$ cat src/rtl/pipe_hazard_ctrl.sv
// rtl/pipe_hazard_ctrl.sv - in-flight scoreboard driving forwarding, stall and flush controls
module pipe_hazard_ctrl #(
  parameter int AW         = 4,
  parameter int NSRC       = 3,
  parameter int DEPTH      = 3,
  parameter int LOAD_READY = 2,
  parameter int MUL_CYCLES = 3,
  parameter int SW         = $clog2(DEPTH)
) (
  input  logic                 clk,
  input  logic                 reset,
  input  logic                 issue_valid,
  input  logic [AW-1:0]        issue_rd,
  input  logic                 issue_we,
  input  logic                 issue_load,
  input  logic                 issue_multi,
  input  logic [NSRC*AW-1:0]   src_addr,
  input  logic [NSRC-1:0]      src_used,
  input  logic                 redirect,
  output logic                 stall_f,
  output logic                 stall_d,
  output logic                 flush_d,
  output logic                 flush_e,
  output logic [NSRC*SW-1:0]   fwd_sel,
  output logic [DEPTH-1:0]     stage_valid
);

  // Ready-stage and busy counters are 4 bits: DEPTH <= 8 and MUL_CYCLES <= 15.
  localparam int RW = 4;
  localparam int BW = 4;

  logic [DEPTH-1:0]    valid_q;
  logic [DEPTH-1:0]    we_q;
  logic [AW-1:0]       rd_q  [DEPTH];
  logic [RW-1:0]       rdy_q [DEPTH];
  logic [NSRC*AW-1:0]  e_src_q;
  logic [NSRC-1:0]     e_used_q;
  logic [BW-1:0]       busy_q;

  logic busy;
  logic redirect_act;
  logic load_use;
  logic accept;

  // Decode source needs a result that will not be forwardable when Decode reaches E
  always_comb begin
    load_use = 1'b0;
    for (int i = 0; i < NSRC; i++) begin
      for (int k = 0; k < DEPTH; k++) begin
        if (issue_valid && src_used[i] && valid_q[k] && we_q[k] &&
            (rd_q[k] == src_addr[i*AW +: AW]) && (RW'(k + 1) < rdy_q[k])) begin
          load_use = 1'b1;
        end
      end
    end
  end

  // Stall/flush priority: multicycle busy, then redirect, then load-use
  always_comb begin
    busy         = (busy_q != '0);
    redirect_act = reset && redirect && !busy;
    stall_f      = busy || (load_use && !redirect_act);
    stall_d      = busy || (load_use && !redirect_act);
    flush_d      = redirect_act;
    flush_e      = redirect_act || (!busy && load_use);
    accept       = issue_valid && !busy && !redirect_act && !load_use;
  end

  // Forward select per E operand; scanning oldest to youngest lets the youngest match win
  always_comb begin
    fwd_sel = '0;
    for (int i = 0; i < NSRC; i++) begin
      for (int k = DEPTH - 1; k >= 1; k--) begin
        if (e_used_q[i] && valid_q[k] && we_q[k] &&
            (rd_q[k] == e_src_q[i*AW +: AW]) && (RW'(k) >= rdy_q[k])) begin
          fwd_sel[i*SW +: SW] = SW'(k);
        end
      end
    end
  end

  assign stage_valid = valid_q;

  // Scoreboard advance; while busy the E entry holds and a bubble drops into stage 1
  always_ff @(posedge clk or negedge reset) begin
    if (!reset) begin
      valid_q  <= '0;
      we_q     <= '0;
      e_src_q  <= '0;
      e_used_q <= '0;
      busy_q   <= '0;
      for (int k = 0; k < DEPTH; k++) begin
        rd_q[k]  <= '0;
        rdy_q[k] <= '0;
      end
    end else if (busy) begin
      busy_q     <= busy_q - BW'(1);
      valid_q[1] <= 1'b0;
      we_q[1]    <= 1'b0;
      for (int k = 2; k < DEPTH; k++) begin
        valid_q[k] <= valid_q[k-1];
        we_q[k]    <= we_q[k-1];
        rd_q[k]    <= rd_q[k-1];
        rdy_q[k]   <= rdy_q[k-1];
      end
    end else begin
      for (int k = 1; k < DEPTH; k++) begin
        valid_q[k] <= valid_q[k-1];
        we_q[k]    <= we_q[k-1];
        rd_q[k]    <= rd_q[k-1];
        rdy_q[k]   <= rdy_q[k-1];
      end
      valid_q[0] <= accept;
      we_q[0]    <= accept && issue_we;
      rd_q[0]    <= issue_rd;
      rdy_q[0]   <= issue_load ? RW'(LOAD_READY) : RW'(1);
      e_src_q    <= src_addr;
      e_used_q   <= accept ? src_used : '0;
      busy_q     <= (accept && issue_multi) ? BW'(MUL_CYCLES - 1) : '0;
    end
  end

endmodule

$ cat config.mk
export PLATFORM = sky130hd
export DESIGN_NAME = pipe_hazard_ctrl
export DESIGN_NICKNAME = d
export VERILOG_FILES = /design/src/rtl/pipe_hazard_ctrl.sv
export SDC_FILE = /design/constraint.sdc
export NUM_CORES = 1
export LEC_CHECK = 0
export BUFFER_PORTS_ARGS = -buffer_cell sky130_fd_sc_hd__buf_2
export CORE_MARGIN = 2
export CORE_UTILIZATION = 50
export CTS_CLUSTER_SIZE = 16
export DETAILED_ROUTE_END_ITERATION = 7
export PLACE_DENSITY = 0.7
export SYNTH_ARGS = -nofsm -noshare
export SYNTH_HDL_FRONTEND = slang
export SYNTH_SLANG_ARGS = --single-unit
$ cat constraint.sdc
create_clock -name clk -period 3.34 [get_ports clk]
set_clock_uncertainty 0.05 [all_clocks]
set_input_delay 0.334 -clock clk [delete_from_list [all_inputs] [get_ports clk]]
set_output_delay 0.334 -clock clk [all_outputs]
set_load 0.05 [all_outputs]
Word level (Yosys, flattened, before mapping). Cells that the tools add are included. W data, S select, Z words.

$add $sub $neg: 1. $mul: 0. Divide/modulo/power cells: 0. $lt $le $gt $ge: 5. Eq/ne operators: 15. Shifts and indexed selects: 0. Muxes and demuxes: 21. Bitwise operators: 0. Reduce and logical (&&, ||, !) cells: 78.

Operators by type and width (number): $logic_and A1 B1 Y1 (72); $eq A4 B4 Y1 (15); $mux W2 (8); $mux W1 (11); $lt A2 B4 Y1 const A (2); $ge A1 B4 Y1 const A (1); $ge A2 B4 Y1 const A (1); $lt A1 B4 Y1 const A (1); $mux W4 (1); $reduce_bool A4 Y1 (1); $sub A4 B1 Y4 const B (1); $logic_not A1 Y1 (3); $mux W3 (1); $logic_or A1 B1 Y1 (2).

Bits in registers: 49. Bits in latches: 0. Memory bits (writable): 0. Memory bits (read-only): 0. Input port bits: 26. Output and inout port bits: 13. Memories kept: 0.

Logic depth before layout (Yosys ltp). Gate-level depths: netlist (run 1).

Depth after elaboration: 19. Mapped depth: 7. Mapped depth without buffers: 5.

Worst setup path after synthesis (run 1). No wires, ideal clock.

Kind: register to output. From: reg valid_q[1], in the netlist stage_valid[1]. To: out fwd_sel[5]. Data arrival time: 2471 ps. Required time: 2956 ps. Slack: 485 ps. Cell stages (with the launch flop): 6. Path through: dfrtp_1 > nand2_1 > or2_1 > nor4_1 > and3_1 > nor3_1.

Word-level cells in the longest chain between the ends: 5.

RTL lines: start, declared (RTL line 32) `logic [DEPTH-1:0] valid_q;`; start signal, assigned by index (RTL line 101) `valid_q[k] <= valid_q[k-1];`; start signal, assigned by index (RTL line 108) `valid_q[k] <= valid_q[k-1];`; $logic_and A1 B1 Y1 (3 in series) (RTL line 74) `if (e_used_q[i] && valid_q[k] && we_q[k] &&`; $logic_and A1 B1 Y1 (RTL line 75) `(rd_q[k] == e_src_q[i*AW +: AW]) && (RW'(k) >= rdy_q[k])) begin`; $mux W2 (RTL line 74); end, declared (RTL line 24) `output logic [NSRC*SW-1:0] fwd_sel,`.

No other way between the ends.

Final worst setup path (run 1).
From: reg rd_q[6] in the netlist's numbering. To: out stall_d.

Word-level cells in the longest chain between the ends: 13. Elaborated cells between the ends (all ways): 19. Those cells by class: 3 x eq/ne; 8 x mux; 8 x reduce/logical.

RTL lines: start, declared (RTL line 34) `logic [AW-1:0] rd_q [DEPTH];`; start signal, assigned by index (RTL line 103) `rd_q[k] <= rd_q[k-1];`; start signal, assigned by index (RTL line 110) `rd_q[k] <= rd_q[k-1];`; $eq A4 B4 Y1 (RTL line 51) `(rd_q[k] == src_addr[i*AW +: AW]) && (RW'(k + 1) < rdy_q[k])) begin`; $logic_and A1 B1 Y1 (RTL line 50) `if (issue_valid && src_used[i] && valid_q[k] && we_q[k] &&`; $logic_and A1 B1 Y1 (RTL line 51); $mux W1 (6 in series) (RTL line 50); $mux W1 (*) (2 in series) (RTL line 50); $logic_and A1 B1 Y1 (*) (RTL line 63) `stall_d = busy || (load_use && !redirect_act);`; $logic_or A1 B1 Y1 (*) (RTL line 63); end, declared (RTL line 21) `output logic stall_d,`.

Every way passes the cells marked *; elsewhere a longest branch is shown, timed or not.

==> metrics.cfg, run 1 <==
[route]
first_iter_violations=88
wl_mm=4.86
wl_per_cell_um=14.4
ant_nets=0
drc=0
drt_first_pass_iters=4
via_count=1739
post_drt_via_cell_ratio=5.16

[cells_and_area]
drive_gt1_share_pct=21.9
final_area_sq_mm=0.00269
seqCellArea_sq_mm=0.00108
final_cells=337
nFillCells=403
multiInputGateArea_sq_mm=0.00116
final_nets=309
num_antenna_cells=0
syn2layout_area_growth_pct=13.1

[worst_setup_path]
path_class=register to output port
critical_path_arrival_ns=2.19
cp.required_ns=2.96
rr_endpoint=busy_q[1]
reg2reg_from=busy_q[0]
worst_setup_path_end_kind=output port
reg2regPathDepth=6
rrSetupSlack_ns=1.22
crit_path_start_kind=register
crit_fanout=8

[global_route]
grtUsageTotal_pct=20.8
grt_pass1_wl_mm=8.34
grt_pass1_vias=1681
grt_overflow=0
grt_max_degree=44
antenna_found_initial=0

[yosys]
netlist.area_leader.share_pct=45.3
syn_area_per_cell_sq_um=9.54
synth_nets=276
ys_warn_count=0
synth.yosys.seq_area_share_pct=45.3
synth_cell_types=34
synth_area_sq_mm=0.00237
yosysTopAreaCell=dfrtp_1
synth-seq-cells=43
synthTopCellsByArea=dfrtp_1 (45%), nand2_1 (13%), xnor2_1 (8.9%), xor2_1 (8.5%), buf_6 (2.4%)
syn_inst=249

[clock_tree]
cts_buffers=5
postCtsSetupBuffers=0
cts_hold_buf=0
htree_levels=2
clock_sinks=43
worstSkewPairLatency_ns=0.30
clkTransAtPathRegs_ns=0.08
cts-resized-gates=0
clockBufferDepth=2
cts_root_buffer=clkbuf_8
cts_tree=done

[floorplanning]
rows=25
dieArea_sq_mm=0.00532
io_pins=39
start_util_pct=51.0
fp.dieW_um=72.9
core_area_sq_mm=0.00466
die_height_um=72.9

[pwr]
cellLeakagePower_uw=0.00134
switching_share_pct=40.7
p_comb_share_pct=39.0
power_frac_clock_pct=19.3
seqPwrFrac_pct=41.7
power_switching_uw=1010
ir_worst_vdd_mv=0.607
intPower_uw=1470
powerDensity_mw_per_mm2=922

[sta]
hold-worst-slack_ns=0.0577
finalHoldViolations=0
worst_slack_ns=0.768
slew_headroom_pct=57.6
setup_violations=0
period_share_pct=77.0
rsz0062_at_grt=no
slew_violations=0
setup_tns_ns=0
fmax_ghz=0.389
tightest_slew_ns=0.635
fin_crit_ns=2.57

[place]
place_area_sq_mm=0.00255
gp_congestion=0.887
hpwl_mm=3.69
placed_cells=329
port-buffer-count=38
dp_slack_ns=1.06

[worst_hold_path]
hp-class=primary input to asynchronous set/reset pin

[flow_run]
maxCapViolCount=0

[status]
outcome=complete, no violations

synth_stat cells:
cell type	instances
o22a_1	1
xor2_2	1
or2_1	1
nor4_1	6
nor4_2	2
ha_1	1
nor3_1	6
buf_2	2
and3_1	3
nand3b_1	1
nand4_4	2
nor3b_2	1
o21ai_0	1
clkinv_1	1
o21a_1	1
xor2_1	23
or3_4	1
clkbuf_1	4
a21o_1	1
buf_6	5
xnor2_1	24
and2_1	2
nand2_1	83
nand4_1	6
a21oi_1	1
buf_4	4
inv_1	7
dfrtp_1	43
nor2_1	2
a22oi_4	1
o31ai_2	4
o21ai_1	2
o32ai_2	1
nand3_1	5
flip-flops by register name (all words and copies together), names as in the netlist:
| register | cells |
|---|---|
| rd_q | 12 |
| we_q | 3 |
| e_used_q | 3 |
| rdy_q | 6 |
| busy_q | 4 |
| e_src_q | 12 |
| stage_valid | 3 |
placed cells by master, fill, tap and decap left out, drive strengths merged, types with 4 or more instances in the layout:
cell | Yosys | final
nor3 | 6 | 6
dfrtp | 43 | 43
buf | 11 | 41
nand2 | 83 | 83
xnor2 | 24 | 24
nand3 | 5 | 5
inv | 7 | 7
clkbuf | 4 | 5
nand4 | 8 | 8
o31ai | 4 | 4
xor2 | 24 | 24
nor4 | 8 | 8
worst max-delay path, stage by stage (launching register included):
cell and delay [ns]:
dfrtp_1 0.52, xor2_1 0.24, nor4_1 0.29, nand4_1 0.20
nand4_4 0.21, o22a_1 0.18, buf_2 0.26
per-stage QoR:
step	total power, uW	utilization (%)
after detailed placement	2010	54.7
after global placement	1990	54.7
after CTS	2500	57.6
final	2480	57.6
after floorplan	1850	-
after global routing	2680	57.6
power groups by stage:
stage | clock, uW | sequential, uW | combinational, uW
final | 478 | 1030 | 965
after global routing | 510 | 1070 | 1100
after CTS | 487 | 1040 | 974
after detailed placement | 0 | 1040 | 968
after global placement | 0 | 1040 | 951
after floorplan | 0 | 936 | 914
layer usage:
metal  global-route usage (%)  part of all wire (%)  routed length (um)  up-vias
met5                        0                     0                   0        -
met4                     6.17                   1.1                  55        0
met3                     4.56                   3.1                 149        6
met2                     32.3                    49                2370       32
met1                     29.2                    47                2280      833
li1                         -                     -                   -      868
worst max path at each step:
| stage | from | to | slack (ns) | cells past startpoint |
|---|---|---|---|---|
| floorplan | stage_valid[1] | fwd_sel[5] | 0.49 | 5 |
| global placement | issue_valid | stall_f | 1.03 | 7 |
| detailed placement | issue_valid | stall_d | 1.06 | 7 |
| CTS | rd_q[6] | stall_d | 0.75 | 6 |
| global route | rd_q[6] | stall_f | 0.64 | 6 |
| finish | rd_q[6] | stall_d | 0.77 | 6 |
cell type report:
cell class / count / share of cell area (%)
tap: 54 / 2.52
clock inverter: 3 / 2.52
sequential: 43 / 40.1
clock buffer: 5 / 2.56
timing repair buffer: 41 / 7.92
inverter: 8 / 1.12
multi-input combinational: 183 / 43.3
cell families (layout without fill, tap and decap cells):
kind of cell             after synthesis  in the layout  synth area share (%)
AO/OA/AOI/OAI                         13             13                  5.53
buffers and inverters                 23             57                  5.95
XOR/XNOR                              48             48                  18.0
adder cells (fa/ha/maj)                1              1                 0.527
flip-flops                            43             43                  45.3
AND/OR/NAND/NOR                      121            121                  24.7
Power figures use the tool's default switching activity.
==> run 2, diff against run 1 <==
==> constraint.sdc (replaced) <==
create_clock -name clk -period 2.5 [get_ports clk]
set_clock_uncertainty 0.05 [all_clocks]
set_input_delay 0.25 -clock clk [delete_from_list [all_inputs] [get_ports clk]]
set_output_delay 0.25 -clock clk [all_outputs]
set_load 0.05 [all_outputs]
==> run 2 against run 1 <==
Against the previous run:
- the run now ends with negative hold slack left
- utilization is 0.24 points higher
- register-to-register slack worse by 0.53 ns
- setup slack worse by 0.62 ns
- global-route usage up 0.14 points
- clock power up 18%
- sequential share of layout area is 0.12 points lower
- critical path depth unchanged
- design area increased by 0.42%
- first-iteration DRC count is 20% higher
- hold slack worse by 0.096 ns
- die area is the same
- final cell count grew 0.30%
- largest power group unchanged
==> metrics.cfg, run 2 (synthesis gave the netlist of run 1 again) <==
[status]
outcome=complete, but fails checks
failed_checks=negative hold slack

[global_route]
grt_pass1_wl_mm=8.26  ; -0.91%
grt_max_degree=44  ; unchanged
antenna_found_initial=0  ; unchanged
grtUsageTotal_pct=20.9  ; +0.14 points
grt_overflow=0  ; unchanged
grt_pass1_vias=1682  ; +0.059%

[worst_setup_path]
slowest_delay_ns=0.52  ; about the same
critical_path_arrival_ns=2.05  ; -0.14 ns
crit_fanout=8  ; unchanged
cp_cell_sequence=xor2_1 -> nor3_1 -> a22oi_4 -> nand2_1 -> o21a_1 -> buf_2
worst_setup_path_end_kind=output port
crit_path_start_kind=register
slowest_stage=dfrtp_1
cp.required_ns=2.20  ; -0.76 ns
path_class=register to output port

[route]
wl_per_cell_um=14.5  ; +0.53%
via_count=1746  ; +0.40%
first_iter_violations=106  ; +20%
drt_first_pass_iters=4  ; unchanged
post_drt_via_cell_ratio=5.17  ; +0.11%
ant_nets=0  ; unchanged
drc=0  ; unchanged
wl_mm=4.90  ; +0.82%

[clock_tree]
cts_tree=done
clock_sinks=43  ; unchanged
cts_buffers=5  ; unchanged
worstSkewPairLatency_ns=0.30  ; about the same
htree_levels=2  ; unchanged
postCtsSetupBuffers=0  ; unchanged
clkTransAtPathRegs_ns=0.08  ; about the same
cts_root_buffer=clkbuf_8
clockBufferDepth=2  ; unchanged

[place]
gp_congestion=0.851  ; -4.0%
dp_slack_ns=0.449  ; -0.608 ns
port-buffer-count=38  ; unchanged
hpwl_mm=3.72  ; +0.85%

[cells_and_area]
reg_top3=e_src_q: 12 flops, rd_q: 12 flops, rdy_q: 6 flops
drive_gt1_share_pct=23.9  ; +2.0 points
final_core_util_pct=57.9  ; +0.24 points
mostFrequentLayoutCells=nand2_1 (83), dfrtp_1 (42), buf_2 (36), xnor2_1 (24), xor2_1 (23)
num_antenna_cells=0  ; unchanged
syn2layout_area_growth_pct=13.6
final_nets=310  ; +0.32%
mostFrequentLayoutCell=nand2_1

[sta]
rsz0062_at_grt=no
finalHoldViolations=43  ; +43
worst_slack_ns=0.145  ; -0.623 ns
tightest_slew_ns=0.532  ; -0.103 ns
slew_headroom_pct=64.5  ; +6.9 points
setup_violations=0  ; unchanged
fin_crit_ns=2.35
slew_violations=0  ; unchanged
fmax_ghz=0.425
hold-worst-slack_ns=-0.0383  ; -0.0960 ns
setup_tns_ns=0  ; unchanged
period_share_pct=94.2

[floorplanning]
io_pins=39  ; unchanged
die_height_um=72.9  ; unchanged
fp.dieW_um=72.9  ; unchanged
rows=25  ; unchanged
dieArea_sq_mm=0.00532  ; unchanged
core_area_sq_mm=0.00466  ; unchanged
start_util_pct=51.0  ; unchanged

[pwr]
ir_worst_vdd_mv=0.723  ; +19%
cellLeakagePower_uw=0.00135  ; +0.36%
powerDensity_mw_per_mm2=1210  ; +31%

[flow_run]
maxCapViolCount=0  ; unchanged

[worst_hold_path]
hp-class=primary input to asynchronous set/reset pin

-- run 2: cell count changes in the layout (fill, tap and decap cells not counted), sizes merged --
cell	change
buf	-1
bufinv	-1
clkbuf	+3
clkinv	+1
clkinvlp	-1
-- run 2: where the power goes --
part	internal (uW)	leakage (uW)	switching, uW
sequential	997	0.000543	374
clock	323	0.0000612	242
combinational	588	0.000745	746
total	1910	0.00135	1360
-- run 2: critical path: cells and delay by family (launching register included) --
family / cells / cell delay [ns]
AND/OR/NAND/NOR: 2 / 0.50
XOR/XNOR: 1 / 0.22
buffers and inverters: 1 / 0.26
flip-flops: 1 / 0.52
AO/OA/AOI/OAI: 2 / 0.26
-- run 2: final timing paths --
path                        endpoint  cells after the start  startpoint  slack (ns)
min in group clk            rdy_q[8]                      2  issue_load        0.08
setup / recovery             flush_e                      6     rd_q[4]        0.15
hold reg to reg              we_q[2]                      0     we_q[1]        0.33
max in group asynchronous    rd_q[6]                      2       reset        2.04
hold / removal             busy_q[2]                      2       reset       -0.04
setup reg to reg           busy_q[1]                      6   busy_q[0]        0.69
-- run 2: stage by stage --
| step | power (uW) | std cells | hold WS (ns) | cell area (sq um) |
|---|---|---|---|---|
| after floorplan | 2480 | 249 | -0.0956 | 2390 |
| after global placement | 2680 | 330 | 0.311 | 2570 |
| after detailed placement | 2710 | 330 | 0.312 | 2570 |
| after CTS | 3290 | 338 | 0.000257 | 2690 |
| after global routing | 3520 | 338 | 0.0169 | 2700 |
| final | 3270 | 338 | -0.0383 | 2700 |
-- run 2: routing by layer --
metal	routed length [um]	global-route usage, %
met2	2380	31.8
met3	165	4.97
met1	2200	28.5
met4	151	9.26
met5	0	0
-- run 2: what timing repair did --
item,in CTS,in global routing
gates resized for setup,0,3
hold buffers,0,0
setup endpoints to repair,0,3
-- run 2: layout make-up --
| class | instances | area, sq um |
|---|---|---|
| clock buffer | 6 | 82.6 |
| timing repair buffer | 42 | 225 |
| sequential | 43 | 1080 |
| fill | 420 | 1960 |
| multi-input combinational | 183 | 1180 |
| inverter | 8 | 30.0 |
| tap | 54 | 67.6 |
| clock inverter | 2 | 35.0 |
==> run 3, diff against run 2 <==
--- a/config.mk
+++ b/config.mk
@@ -5,6 +5,7 @@
 export SDC_FILE = /design/constraint.sdc
 export NUM_CORES = 1
 export LEC_CHECK = 0
+export ABC_AREA = 1
 export BUFFER_PORTS_ARGS = -buffer_cell sky130_fd_sc_hd__buf_2
 export CORE_MARGIN = 2
 export CORE_UTILIZATION = 50
==> run 3 against run 2 <==
Against the previous run:
- critical path depth rose by 5
- the flow now finishes without violations
- setup slack improved by 0.11 ns
- critical endpoint unchanged
- clock power fell by 24%
- first-iteration DRC count rose by 14%
- fmax rose by 4.7%
==> metrics.cfg, run 3 <==
[route]
post_drt_via_cell_ratio=5.25  ; +1.5%
via_count=2156  ; +23%
drc=0  ; unchanged
ant_nets=0  ; unchanged
first_iter_violations=121  ; +14%
wl_per_cell_um=14.0  ; -3.5%
wl_mm=5.75  ; +17%
drt_first_pass_iters=4  ; unchanged

[yosys]
synth_nets=343  ; +24%
syn_inst=316  ; +27%
netlist.area_leader.share_pct=44.6  ; -0.68 points
ys.flop_type=dfrtp_1
syn_area_per_cell_sq_um=7.63  ; -20%
synth_cell_types=35  ; +2.9%
synth_edf_count=0  ; unchanged
synth_area_sq_mm=0.00241  ; +1.5%
synth-seq-cells=43  ; unchanged
synth_common_cells=nand2_1 (107), dfrtp_1 (43), inv_1 (28)
synth_most_common_cell=nand2_1
ys_warn_count=0  ; unchanged
yosysTopAreaCell=dfrtp_1
synthTopCellsByArea=dfrtp_1 (45%), nand2_1 (17%), inv_1 (4.4%), nand3_1 (3.9%), o21ai_1 (3.3%)
async_flop_share_pct=100  ; unchanged
synth.yosys.seq_area_share_pct=44.6  ; -0.68 points

[pwr]
ir_worst_vdd_mv=0.514  ; -29%
powerDensity_mw_per_mm2=1170  ; -3.9%
cellLeakagePower_uw=0.00146  ; +7.9%

[worst_setup_path]
crit_fanout=7  ; -1
crit_path_start_kind=register
slowest_delay_ns=0.51  ; about the same
cp.required_ns=2.20  ; about the same
cp_cell_sequence=inv_2 -> nand2_1 -> nand2_1 -> nor2_1 -> nand3_1 -> nand3_2 -> nand2_4 -> nand2_4 -> nand2_2 -> o21ai_2 -> buf_2
path_class=register to output port
worst_setup_path_end_kind=output port
critical_path_arrival_ns=1.95  ; -0.10 ns
slowest_stage=dfrtp_1

[global_route]
antenna_found_initial=0  ; unchanged
grt_overflow=0  ; unchanged
grtUsageTotal_pct=23.4  ; +2.5 points
grt_pass1_wl_mm=9.56  ; +16%
grt_pass1_vias=1964  ; +17%
grt_max_degree=44  ; unchanged

[floorplanning]
fp.dieW_um=73.4  ; +0.72%
dieArea_sq_mm=0.00539  ; +1.4%
io_pins=39  ; unchanged
die_height_um=73.4  ; +0.72%
start_util_pct=51.4  ; +0.43 points
rows=25  ; unchanged
core_area_sq_mm=0.00469  ; +0.67%

[place]
hpwl_mm=4.43  ; +19%
port-buffer-count=38  ; unchanged
place_area_sq_mm=0.00268  ; +3.9%
gp_congestion=0.898  ; +5.5%

[cells_and_area]
mostFrequentLayoutCell=nand2_1
reg_top3=e_src_q: 12 flops, rd_q: 12 flops, rdy_q: 6 flops
final_area_sq_mm=0.00276  ; +2.3%
nFillCells=446  ; +6.2%
num_antenna_cells=0  ; unchanged
mostFrequentLayoutCells=nand2_1 (107), dfrtp_1 (43), buf_2 (38), inv_1 (28), nand3_1 (19)
final_nets=383  ; +24%
syn2layout_area_growth_pct=14.5
drive_gt1_share_pct=20.4  ; -3.5 points

[sta]
setup_tns_ns=0  ; unchanged
finalHoldViolations=0  ; -100%
setup_violations=0  ; unchanged
rsz0062_at_grt=no
slew_violations=0  ; unchanged
tightest_slew_ns=0.550  ; +0.0178 ns
fmax_ghz=0.444  ; +4.7%
slew_headroom_pct=63.3  ; -1.2 points
fin_crit_ns=2.25  ; -0.105 ns
period_share_pct=90.0  ; -4.2 points

[clock_tree]
cts_buffers=5  ; unchanged
htree_levels=2  ; unchanged
cts-resized-gates=0  ; unchanged
cts_hold_buf=0  ; unchanged
cts_root_buffer=clkbuf_8
clkTransAtPathRegs_ns=0.08  ; about the same
cts_tree=done
postCtsSetupBuffers=0  ; unchanged
worstSkewPairLatency_ns=0.29  ; about the same
clock_sinks=43  ; unchanged
clockBufferDepth=2  ; unchanged

[worst_hold_path]
hp-class=primary input to asynchronous set/reset pin

[status]
outcome=complete, no violations

[flow_run]
maxCapViolCount=0  ; unchanged

run 3: critical path: cells and delay by family, from the launching register on:
family | cells | cell delay (ns)
DFF | 1 | 0.51
and+or+nand+nor | 8 | 0.68
buffers and inverters | 2 | 0.40
AOI/OAI and AO/OA | 1 | 0.05
run 3: routing by layer:
metal	GRT usage (%)	wire [um]	up-vias
li1	-	-	1089
met1	34.9	2780	987
met2	35.8	2610	76
met3	4.12	313	4
met4	5.05	42	0
met5	0	0	-
run 3: layout make-up:
| class | count | area, sq um | area share, % |
|---|---|---|---|
| clock buffer | 6 | 72.6 | 2.63 |
| clock inverter | 2 | 12.5 | 0.453 |
| inverter | 36 | 135 | 4.90 |
| multi-input combinational | 229 | 1180 | 42.9 |
| sequential | 43 | 1080 | 39.0 |
| tap | 54 | 67.6 | 2.45 |
| timing repair buffer | 41 | 213 | 7.71 |
run 3: cells by family after synthesis:
family	Yosys count	synth area share, %
XOR/XNOR	15	5.45
adder cells (fa/ha/maj)	1	0.519
buffers and inverters	44	7.37
AO/OA/AOI/OAI	40	9.19
flip-flops	43	44.6
AND/OR/NAND/NOR	173	32.8
run 3: worst paths after layout:
check | start | end | slack (ns) | cells after the start
worst max-delay path | rd_q[5] | flush_e | 0.25 | 11
worst min-delay path | reset | rd_q[9] | 0.01 | 2
worst max register to register | busy_q[0] | e_used_q[0] | 0.70 | 9
worst min register to register | we_q[1] | we_q[2] | 0.38 | 0
max in group asynchronous | reset | e_used_q[0] | 2.00 | 2
min in group clk | issue_rd[0] | rd_q[8] | 0.10 | 3
run 3: power breakdown:
| part | total [uW] | internal, uW | switching (uW) |
|---|---|---|---|
| sequential | 1380 | 1010 | 368 |
| clock | 432 | 195 | 237 |
| combinational | 1410 | 507 | 898 |
run 3: through the flow:
step	util (%)	power, uW	hold WS (ns)	setup slack [ns]	std cells
2_1_floorplan	-	2410	-0.0956	0.0530	316
3_3_place_gp	57.0	2760	0.346	0.615	403
3_5_place_dp	57.0	2790	0.344	0.576	403
4_1_cts	58.8	3230	0.0451	0.244	411
5_1_grt	58.8	3490	0.0637	0.132	411
6_report	58.8	3220	0.0109	0.250	411
